$ cat config.mk
export PLATFORM = sky130hd
export DESIGN_NAME = cop0_int_dispatch
export DESIGN_NICKNAME = d
export VERILOG_FILES = /design/src/rtl/cop0_int_dispatch.sv
export SDC_FILE = /design/constraint.sdc
export NUM_CORES = 1
export LEC_CHECK = 0
export CORE_UTILIZATION = 43
export DETAILED_ROUTE_END_ITERATION = 8
export PLACE_DENSITY = 0.94
export SLEW_MARGIN = 25
export SYNTH_ARGS = -nofsm -noshare
export SYNTH_HDL_FRONTEND = slang
export SYNTH_SLANG_ARGS = --single-unit
$ cat constraint.sdc
create_clock -name i_clk -period 3.8 [get_ports i_clk]
set_clock_uncertainty 0.1 [all_clocks]
set_input_delay 0.38 -clock i_clk [delete_from_list [all_inputs] [get_ports i_clk]]
set_output_delay 0.38 -clock i_clk [all_outputs]
set_load 0.02 [all_outputs]
$ cat src/rtl/cop0_int_dispatch.sv
// cop0_int_dispatch: waits for a precise execute-stage restart point, then
// takes the COP0 interrupt (flush + redirect to handler) or executes ERET.
// Ports: i_clk, i_rst (async, active-high), i_interrupt_request, i_stall,
//   i_exec_valid, i_exec_pc, i_exec_in_delay_slot, i_exec_is_eret, i_epc;
//   o_interrupt_handled, o_interrupted_pc, o_redirect, o_redirect_pc,
//   o_flush, o_in_delay_slot.
// Optional macro COP0_INT_BD_EN: allow takes on delay-slot instructions.
module cop0_int_dispatch #(
  parameter logic [31:0] HANDLER_VECTOR = 32'h0000_0180,
  parameter int unsigned HOLDOFF_CYCLES = 2
) (
  input  logic        i_clk,
  input  logic        i_rst,
  input  logic        i_interrupt_request,
  input  logic        i_stall,
  input  logic        i_exec_valid,
  input  logic [31:0] i_exec_pc,
  input  logic        i_exec_in_delay_slot,
  input  logic        i_exec_is_eret,
  input  logic [31:0] i_epc,
  output logic        o_interrupt_handled,
  output logic [31:0] o_interrupted_pc,
  output logic        o_redirect,
  output logic [31:0] o_redirect_pc,
  output logic        o_flush,
  output logic        o_in_delay_slot
);

  typedef enum logic [2:0] {
    S_IDLE,
    S_ARMED,
    S_TAKE,
    S_ERET,
    S_HOLDOFF
  } state_t;

  localparam logic [3:0] LP_HOLD = HOLDOFF_CYCLES[3:0];

  state_t      r_state;
  logic [3:0]  r_cnt;
  logic        r_handled;
  logic        r_redirect;
  logic        r_flush;
  logic [31:0] r_int_pc;
  logic [31:0] r_redir_pc;

  logic        w_safe;
  logic        w_eret;
  logic        w_open;
  logic        w_do_eret;
  logic        w_do_take;
  logic [31:0] w_take_pc;

  assign w_eret = i_exec_valid & ~i_stall & i_exec_is_eret;

`ifdef COP0_INT_BD_EN
  logic r_bd;

  assign w_safe = i_exec_valid & ~i_stall & ~i_exec_is_eret;
  // Restart at the branch so it re-executes before its delay slot.
  assign w_take_pc = i_exec_in_delay_slot ? i_exec_pc - 32'd4
                                          : i_exec_pc;
  assign o_in_delay_slot = r_bd;

  always_ff @(posedge i_clk or posedge i_rst) begin
    if (i_rst)
      r_bd <= 1'b0;
    else
      r_bd <= w_do_take & i_exec_in_delay_slot;
  end
`else
  assign w_safe = i_exec_valid & ~i_stall & ~i_exec_is_eret
                & ~i_exec_in_delay_slot;
  assign w_take_pc = i_exec_pc;
  assign o_in_delay_slot = 1'b0;
`endif

  // Interrupts are only accepted from IDLE/ARMED; ERET also from HOLDOFF.
  assign w_open    = (r_state == S_IDLE) | (r_state == S_ARMED);
  assign w_do_eret = w_eret & (w_open | (r_state == S_HOLDOFF));
  assign w_do_take = ~w_eret & w_open & i_interrupt_request & w_safe;

  always_ff @(posedge i_clk or posedge i_rst) begin
    if (i_rst) begin
      r_state    <= S_IDLE;
      r_cnt      <= 4'd0;
      r_handled  <= 1'b0;
      r_redirect <= 1'b0;
      r_flush    <= 1'b0;
      r_int_pc   <= 32'h0;
      r_redir_pc <= 32'h0;
    end else begin
      r_handled  <= w_do_take;
      r_redirect <= w_do_take | w_do_eret;
      r_flush    <= w_do_take | w_do_eret;
      if (w_do_take) begin
        r_int_pc   <= w_take_pc;
        r_redir_pc <= HANDLER_VECTOR;
      end else if (w_do_eret) begin
        r_redir_pc <= i_epc;
      end
      unique case (r_state)
        S_IDLE, S_ARMED: begin
          if (w_do_eret)
            r_state <= S_ERET;
          else if (w_do_take)
            r_state <= S_TAKE;
          else if (i_interrupt_request)
            r_state <= S_ARMED;
          else
            r_state <= S_IDLE;
        end
        S_TAKE, S_ERET: begin
          r_state <= S_HOLDOFF;
          r_cnt   <= LP_HOLD;
        end
        S_HOLDOFF: begin
          if (w_do_eret) begin
            r_state <= S_ERET;
          end else if (r_cnt <= 4'd1) begin
            r_state <= S_IDLE;
            r_cnt   <= 4'd0;
          end else begin
            r_cnt <= r_cnt - 4'd1;
          end
        end
        default: r_state <= S_IDLE;
      endcase
    end
  end

  assign o_interrupt_handled = r_handled;
  assign o_interrupted_pc    = r_int_pc;
  assign o_redirect          = r_redirect;
  assign o_redirect_pc       = r_redir_pc;
  assign o_flush             = r_flush;

endmodule

==> results of run 1 <==
-- stage by stage --
stage          worst slack, ns  power, uW  area [sq um]
2_1_floorplan            1.467       1509          2814
3_3_place_gp            0.9316       1985          4222
3_5_place_dp            0.7709       2010          4222
4_1_cts                  1.114       2524          4383
5_1_grt                 0.9296       2635          4383
6_report                 1.159       2497          4383
-- area by class of cell --
| cell class | count | area [sq um] |
|---|---|---|
| Inverter | 7 | 26.28 |
| Sequential cell | 73 | 1827 |
| Clock inverter | 4 | 20.02 |
| Clock buffer | 11 | 141.4 |
| Tap cell | 77 | 96.34 |
| Fill cell | 481 | 1967 |
| Timing Repair Buffer | 140 | 1394 |
| Multi-Input combinational cell | 159 | 878.3 |
-- worst min path at each step --
| stage | end | slack [ns] | cells after the start |
|---|---|---|---|
| after floorplan | r_cnt[3]$_DFFE_PP0P_ | 0.37 | 1 |
| after global placement | o_interrupted_pc[24]$_DFFE_PP0P_ | 0.36 | 2 |
| after detailed placement | o_interrupted_pc[6]$_DFFE_PP0P_ | 0.36 | 2 |
| after CTS | o_interrupt_handled$_DFF_PP0_ | 0.35 | 2 |
| after global routing | o_interrupt_handled$_DFF_PP0_ | 0.40 | 2 |
| final | o_interrupt_handled$_DFF_PP0_ | 0.34 | 2 |
-- Yosys cell counts (all sizes together) --
library cell / number
nand3b: 2
a22o: 30
nand2b: 2
o31ai: 1
and2: 2
a21oi: 1
ha: 2
nor4b: 1
or3: 1
conb: 1
a211oi: 1
nor2: 2
o41ai: 1
o22a: 2
nand2: 99
inv: 7
a211o: 1
nand3: 1
dfrtp: 73
mux2: 1
o21ai: 3
nor3: 1
buf: 11
nor2b: 1
clkbuf: 3
nand4b: 1
nor3b: 2
-- flip-flops by register name, summed over array words and instances (netlist names) --
name and cells:
o_flush 1, o_interrupt_handled 1, o_interrupted_pc 32, o_redirect_pc 32, r_cnt 4, r_state 3
-- kinds of logic (layout without fill, tap and decap cells) --
logic type	count (synthesis)	after routing
buffers and inverters	21	162
AOI/OAI and AO/OA	40	40
and+or+nand+nor	115	115
adders and majority gates	2	2
muxes	1	1
other	1	1
DFF	73	73
-- report_power, final --
group / switching [uW] / internal (uW)
sequential: 123 / 967
clock: 254 / 247
combinational: 436 / 470
total: 813 / 1680
-- cell usage in the layout (no fill, tap or decap), drive strengths merged --
cell type | synthesis | final
nor3 | 1 | 1
nand2b | 2 | 2
a22o | 30 | 30
mux2 | 1 | 1
o22a | 2 | 2
nor2b | 1 | 1
o21ai | 3 | 3
a211o | 1 | 1
clkbuf | 3 | 11
clkdlybuf4s50 | 0 | 137
clkinv | 0 | 4
o41ai | 1 | 1
inv | 7 | 7
conb | 1 | 1
nand4b | 1 | 1
a21oi | 1 | 1
or3 | 1 | 1
buf | 11 | 3
o31ai | 1 | 1
nand3 | 1 | 1
dfrtp | 73 | 73
nand2 | 99 | 99
a211oi | 1 | 1
nor2 | 2 | 2
ha | 2 | 2
nor4b | 1 | 1
nand3b | 2 | 2
and2 | 2 | 2
nor3b | 2 | 2
-- layer usage --
metal / global-route usage [%] / wire length (um)
met4: 7.367 / 91
met1: 27.62 / 2971
met5: 0 / 0
met3: 4.076 / 384
met2: 35.92 / 3450
-- worst register-to-register path, cell delays in order, from the launching register on --
cell and delay (ns):
dfrtp_1 0.49, nor3b_1 0.10, nand2_1 0.11, buf_4 0.32, inv_2 0.32, nor2_4 0.65
inv_1 0.18, o22a_1 0.21
==> metrics, run 1 <==
Max stage delay on crit path=0.65 ns; Area contributors post-synth=dfrtp_1 65%, nand2_1 13%, a22o_1 9.3%; clock transition at the registers of the reported paths=0.07 ns; worst vdd ir=0.0003539 V; worst r2r path cells=7; ant diodes=0; Post-Synth XOR/XNOR Area=0%; area share of the largest cell type after synthesis=64.92%; final WL=6.898 mm; Overflow after GRT=0; syn_area_per_cell=11.12 sq um; #FFs+latches synth=73; static leakage=0.002084 uW; RSZ-0062 raised after global routing=false; sequential share of the synthesized area=64.92%; Syn Nets=326; cell chain of the critical path=clkdlybuf4s50_1 > nor4b_2 > nand2_1 > buf_4 > inv_2 > nor2_4 > inv_1 > o22a_1; sum of negative setup slack=0 ns; Die Area=6872 sq um; Yosys warnings=0; area delta synth->final=55.76%; RR Endpoint=o_redirect_pc[7]$_DFFE_PP0P_; Setup crit end kind=flip-flop; Tot GR Track Use=21.30%; hold buffers post-CTS=0; hpwl dp=4.994 mm; critical path startpoint=i_exec_valid; worst setup path endpoint=o_redirect_pc[7]$_DFFE_PP0P_; compound-cell area share of the yosys netlist=12.01%; max-slew violations=0; Initial Util=44.32%; layout cells sized above 1=6.091%; final core occ=69.02%; Final min period=2.641 ns; Max Cap Viol=0; endpoints failing hold=0; postcts setup bufs=0; WL/cell=14.65 um; vias=2346; Final Wtd Congestion=0.8217; htree depth=3; instance count on the critical path=8; worst-path fanout max=34; Mapped Area=2814 sq um; Starting DRT DRC Count=70; Worst R2R Start=r_state[1]$_DFFE_PP0P_; outcome=complete, no violations; clk_lat worst skew=0.32 ns; Critical Setup Path Class=primary input to flip-flop; io pins=139; Synth Area in Simple Gates=17.52%; Root Buffer=clkbuf_8; initial antenna violation count=0; worst endpoint required time=3.91 ns; mux contribution to synthesized area=0.4002%; Distinct cells, synth=32; Buf+Inv Stages, Crit Path=4; first-pass GRT wire length=11.65 mm; Port Buffers=137; CTS tree=done; pin count of the biggest net entering global routing=45; Site Rows=29; nets@finish=463; TritonRoute pass-1 iters=6; Worst Tran Pin Value=0.7039 ns; Final ANT Viol Nets=0; final worst-path cycle share=69.51%; PD cells=569.7 nW/um^2; final std cells w/o fill=471; flop-to-flop setup slack=1.22 ns; Num CTS Buffers=9; number of global-route vias before repair=2458; Crit-path slowest cell=nor2_4; cell taking the most area after synthesis=dfrtp_1; Via density=4.981; total clock sinks=73; area share of fa/ha/maj cells after synthesis=0.8893%; Slew headroom=52.96%; delay-heaviest family, CP=buffers and inverters; Placed Cells=456; residual DRC count=0; CTS Buffer Depth=2; Die Y=82.90 um; core area=6350 sq um; Synth Instances=253; critical path arrival=2.76 ns; Fin Hold WS=0.3363 ns; Die W=82.90 um; number of setup violations in the final report=0; crit path launch type=primary input; cts repair resizes=0; hold crit path type=primary input to asynchronous set/reset pin; main combinational cell family by area after synthesis=simple AND/OR/NAND/NOR gates; FMAX=378.6 MHz
No activity file was read; power rests on OpenSTA's default activity.
==> run 2, diff against run 1 <==
- CORE_UTILIZATION: 43 -> 36
- PLACE_DENSITY: 0.94 -> 0.85
- clock period: 3.8 -> 2.3 ns (I/O delays scaled with it)
==> metrics, run 2 (synthesis results as in run 1) <==
Site Rows=31; vias=2369; worst r2r path cells=6; Final min period=1.889 ns; worst endpoint required time=2.42 ns; Crit-path slowest cell=nor2_4; static leakage=0.002112 uW; final worst-path cycle share=82.15%; Port Buffers=137; Final Wtd Congestion=0.7237; Initial Util=37.98%; Setup crit end kind=flip-flop; CTS Buffer Depth=2; worst vdd ir=0.0004934 V; Num CTS Buffers=9; CTS tree=done; residual DRC count=0; flop-to-flop setup slack=0.41 ns; io pins=139; crit path launch type=flip-flop; Worst Tran Pin Value=0.6994 ns; delay-heaviest family, CP=simple AND/OR/NAND/NOR gates; Die W=90.41 um; Fin Hold WS=0.2000 ns; cts repair resizes=0; worst-path fanout max=32; WL/cell=14.06 um; Slew headroom=53.26%; Via density=4.796; cell chain of the critical path=nor3b_1 > nand2_1 > inv_2 > nor2_4 > inv_1 > o22a_1; RR Endpoint=o_redirect_pc[7]$_DFFE_PP0P_; postcts setup bufs=0; Die Area=8174 sq um; htree depth=3; nets@finish=464; instance count on the critical path=6; clock transition at the registers of the reported paths=0.07 ns; ant diodes=0; final std cells w/o fill=494; endpoints failing hold=0; Tot GR Track Use=17.89%; Die Y=90.41 um; PD cells=976.2 nW/um^2; sum of negative setup slack=0 ns; max-slew violations=0; Max Cap Viol=0; final WL=6.947 mm; most frequent cells in the layout=137 x clkdlybuf4s50_1, 99 x nand2_1, 73 x dfrtp_1; initial antenna violation count=0; total clock sinks=73; first-pass GRT wire length=11.63 mm; RSZ-0062 raised after global routing=false; Worst R2R Start=r_state[1]$_DFFE_PP0P_; hpwl dp=4.896 mm; outcome=complete, no violations; most common cell after layout, fill and taps aside=clkdlybuf4s50_1; number of setup violations in the final report=0; Final ANT Viol Nets=0; layout cells sized above 1=6.329%; critical path arrival=2.01 ns; Buf+Inv Stages, Crit Path=2; Root Buffer=clkbuf_8; area delta synth->final=59.45%; Overflow after GRT=0; pin count of the biggest net entering global routing=74; FMAX=529.2 MHz; core area=7408 sq um; clk_lat worst skew=0.33 ns; hold crit path type=primary input to asynchronous set/reset pin; hold buffers post-CTS=0; Critical Setup Path Class=flip-flop to flip-flop; Starting DRT DRC Count=45; number of global-route vias before repair=2438; TritonRoute pass-1 iters=5; Placed Cells=479; Max stage delay on crit path=0.56 ns
## run 2: power by group
part	internal, uW	switching, uW
registers	1600	191
clock network	639	449
logic	781	723
total	3020	1360
## run 2: worst max-delay path by stage
stage                      startpoint                           end
6_report       r_state[1]$_DFFE_PP0P_  o_redirect_pc[7]$_DFFE_PP0P_
5_1_grt        r_state[1]$_DFFE_PP0P_  o_redirect_pc[7]$_DFFE_PP0P_
4_1_cts        r_state[1]$_DFFE_PP0P_  o_redirect_pc[7]$_DFFE_PP0P_
2_1_floorplan                   i_rst             o_flush$_DFF_PP0_
3_5_place_dp                  i_stall  o_redirect_pc[7]$_DFFE_PP0P_
3_3_place_gp                  i_stall  o_redirect_pc[8]$_DFFE_PP0P_
## run 2: stage by stage
stage / power [uW] / setup slack, ns / utilization (%) / area, sq um
2_1_floorplan: 2494 / 0.1167 / - / 2814
3_3_place_gp: 3285 / 0.2041 / 57.63 / 4269
3_5_place_dp: 3320 / 0.06551 / 57.63 / 4269
4_1_cts: 4429 / 0.3787 / 60.56 / 4487
5_1_grt: 4614 / 0.2285 / 60.56 / 4487
6_report: 4380 / 0.4105 / 60.56 / 4487
## run 2: metal layers
layer	vias to the layer above	part of all wire, %	track usage, %
li1	1117	-	-
met1	1130	42	23.10
met2	106	47	27.61
met3	16	8.5	5.303
met4	0	2.3	8.468
met5	-	0	0
## run 2: layout make-up
class	instances	area (sq um)
inverter	7	26.28
multi-input combinational	159	878.3
tap	99	123.9
fill	605	2922
timing repair buffer	141	1414
clock buffer	11	141.4
clock inverter	4	76.32
sequential	73	1827
## run 2: worst register-to-register path, delay by kind of cell (launching register included)
kind / cells / cell delay [ns]
buffers and inverters: 2 / 0.23
and+or+nand+nor: 3 / 0.76
DFF: 1 / 0.48
AOI/OAI and AO/OA: 1 / 0.21
==> run 3, diff against run 2 <==
- CORE_UTILIZATION: 36 -> 40
- PLACE_DENSITY: 0.85 -> 0.89
- clock period: 2.3 -> 1.9 ns (I/O delays scaled with it)
==> metrics, run 3 (synthesis results as in run 1) <==
Critical Setup Path Class=flip-flop to flip-flop; Tot GR Track Use=20.69%; CTS Buffer Depth=2; flop-to-flop setup slack=0.18 ns; most common cell after layout, fill and taps aside=clkdlybuf4s50_1; hpwl dp=5.193 mm; Final Wtd Congestion=0.7440; Final min period=1.717 ns; most frequent cells in the layout=137 x clkdlybuf4s50_1, 99 x nand2_1, 73 x dfrtp_1; Port Buffers=137; RR Endpoint=o_redirect_pc[19]$_DFFE_PP0P_; Final ANT Viol Nets=0; final worst setup slack=0.1832 ns; Worst Tran Pin Value=0.7174 ns; PD cells=1151 nW/um^2; ant diodes=0; Max stage delay on crit path=0.56 ns; RSZ-0062 raised after global routing=false; Buf+Inv Stages, Crit Path=1; initial antenna violation count=0; layout cells sized above 1=7.481%; Slew headroom=52.12%; Crit-path slowest cell=nor2_2; delay-heaviest family, CP=simple AND/OR/NAND/NOR gates; Placed Cells=480; pin count of the biggest net entering global routing=45; area delta synth->final=59.67%; Overflow after GRT=0; outcome=complete, no violations; FMAX=582.5 MHz; crit path launch type=flip-flop; hold buffers post-CTS=0; Max Cap Viol=0; Via density=4.779; hold crit path type=primary input to asynchronous set/reset pin; Die W=85.88 um; WL/cell=14.84 um; static leakage=0.002115 uW; instance count on the critical path=5; nets@finish=469; io pins=139; vias=2375; htree depth=3; number of global-route vias before repair=2530; worst vdd ir=0.0006298 V; worst endpoint required time=2.06 ns; cts repair resizes=0; Starting DRT DRC Count=92; Die Y=85.88 um; Num CTS Buffers=9; total clock sinks=73; Worst R2R Start=r_state[1]$_DFFE_PP0P_; max-slew violations=0; number of setup violations in the final report=0; Post-Place Worst Slack=-0.2228 ns; final std cells w/o fill=497; endpoints failing hold=0; Die Area=7375 sq um; Fin Hold WS=0.1638 ns; clk_lat worst skew=0.33 ns; Site Rows=30; clock transition at the registers of the reported paths=0.07 ns; Initial Util=41.42%; final WL=7.373 mm; TritonRoute pass-1 iters=6; CTS tree=done; postcts setup bufs=0; worst r2r path cells=5; Root Buffer=clkbuf_8; worst-path fanout max=16; cell chain of the critical path=nor3b_1 > nand2_1 > inv_2 > nor2_2 > a22o_1; final worst-path cycle share=90.36%; residual DRC count=0; Setup crit end kind=flip-flop; first-pass GRT wire length=11.73 mm; critical path arrival=1.88 ns; Fill cells=554; core area=6794 sq um
[run 3: layout make-up]
| class | instances | area, sq um | share of cell area (%) |
|---|---|---|---|
| clock buffers | 11 | 131.4 | 2.924 |
| clock inverters | 5 | 56.30 | 1.253 |
| inverters | 7 | 30.03 | 0.6683 |
| multi-input cells | 160 | 884.6 | 19.69 |
| flip-flops and latches | 73 | 1827 | 40.66 |
| well taps | 96 | 120.1 | 2.673 |
| repair buffers | 145 | 1444 | 32.14 |
[run 3: worst max-delay path by stage]
stage                           startpoint                            end  slack, ns
floorplan           r_state[1]$_DFFE_PP0P_  o_redirect_pc[11]$_DFFE_PP0P_       0.43
finish              r_state[1]$_DFFE_PP0P_  o_redirect_pc[19]$_DFFE_PP0P_       0.18
CTS                 r_state[1]$_DFFE_PP0P_   o_redirect_pc[8]$_DFFE_PP0P_       0.01
global placement                   i_stall   o_redirect_pc[7]$_DFFE_PP0P_      -0.12
detailed placement                 i_stall   o_redirect_pc[8]$_DFFE_PP0P_      -0.22
global route        r_state[1]$_DFFE_PP0P_   o_redirect_pc[1]$_DFFE_PP0P_       0.04
[run 3: worst reg2reg max path: cells and delay by family (launching register included)]
kind,cells,cell delay (ns)
simple gates,3,0.76
flops,1,0.49
compound gates,1,0.23
buf+inv,1,0.07
[run 3: stage by stage]
step                cell area (sq um)  util (%)  total power [uW]  setup TNS [ns]
floorplan                        2818         -              3019               0
detailed placement               4299     63.28              4041         -0.9511
global route                     4493     66.13              5454               0
CTS                              4487     66.04              5216               0
global placement                 4299     63.28              3983         -0.2363
finish                           4493     66.13              5172               0
[run 3: routing by layer]
layer	up-vias	global-route usage, %	wire, um
met5	-	0	0
met4	0	7.879	145
met3	14	5.390	454
met2	87	35.21	3596
met1	1152	25.27	3177
li1	1122	-	-
[run 3: where the power goes]
part | switching (uW) | leakage (uW) | total (uW) | internal (uW)
clock | 551 | 0.0000933 | 1160 | 606
sequential | 240 | 0.000926 | 2170 | 1930
combinational | 889 | 0.00110 | 1840 | 953
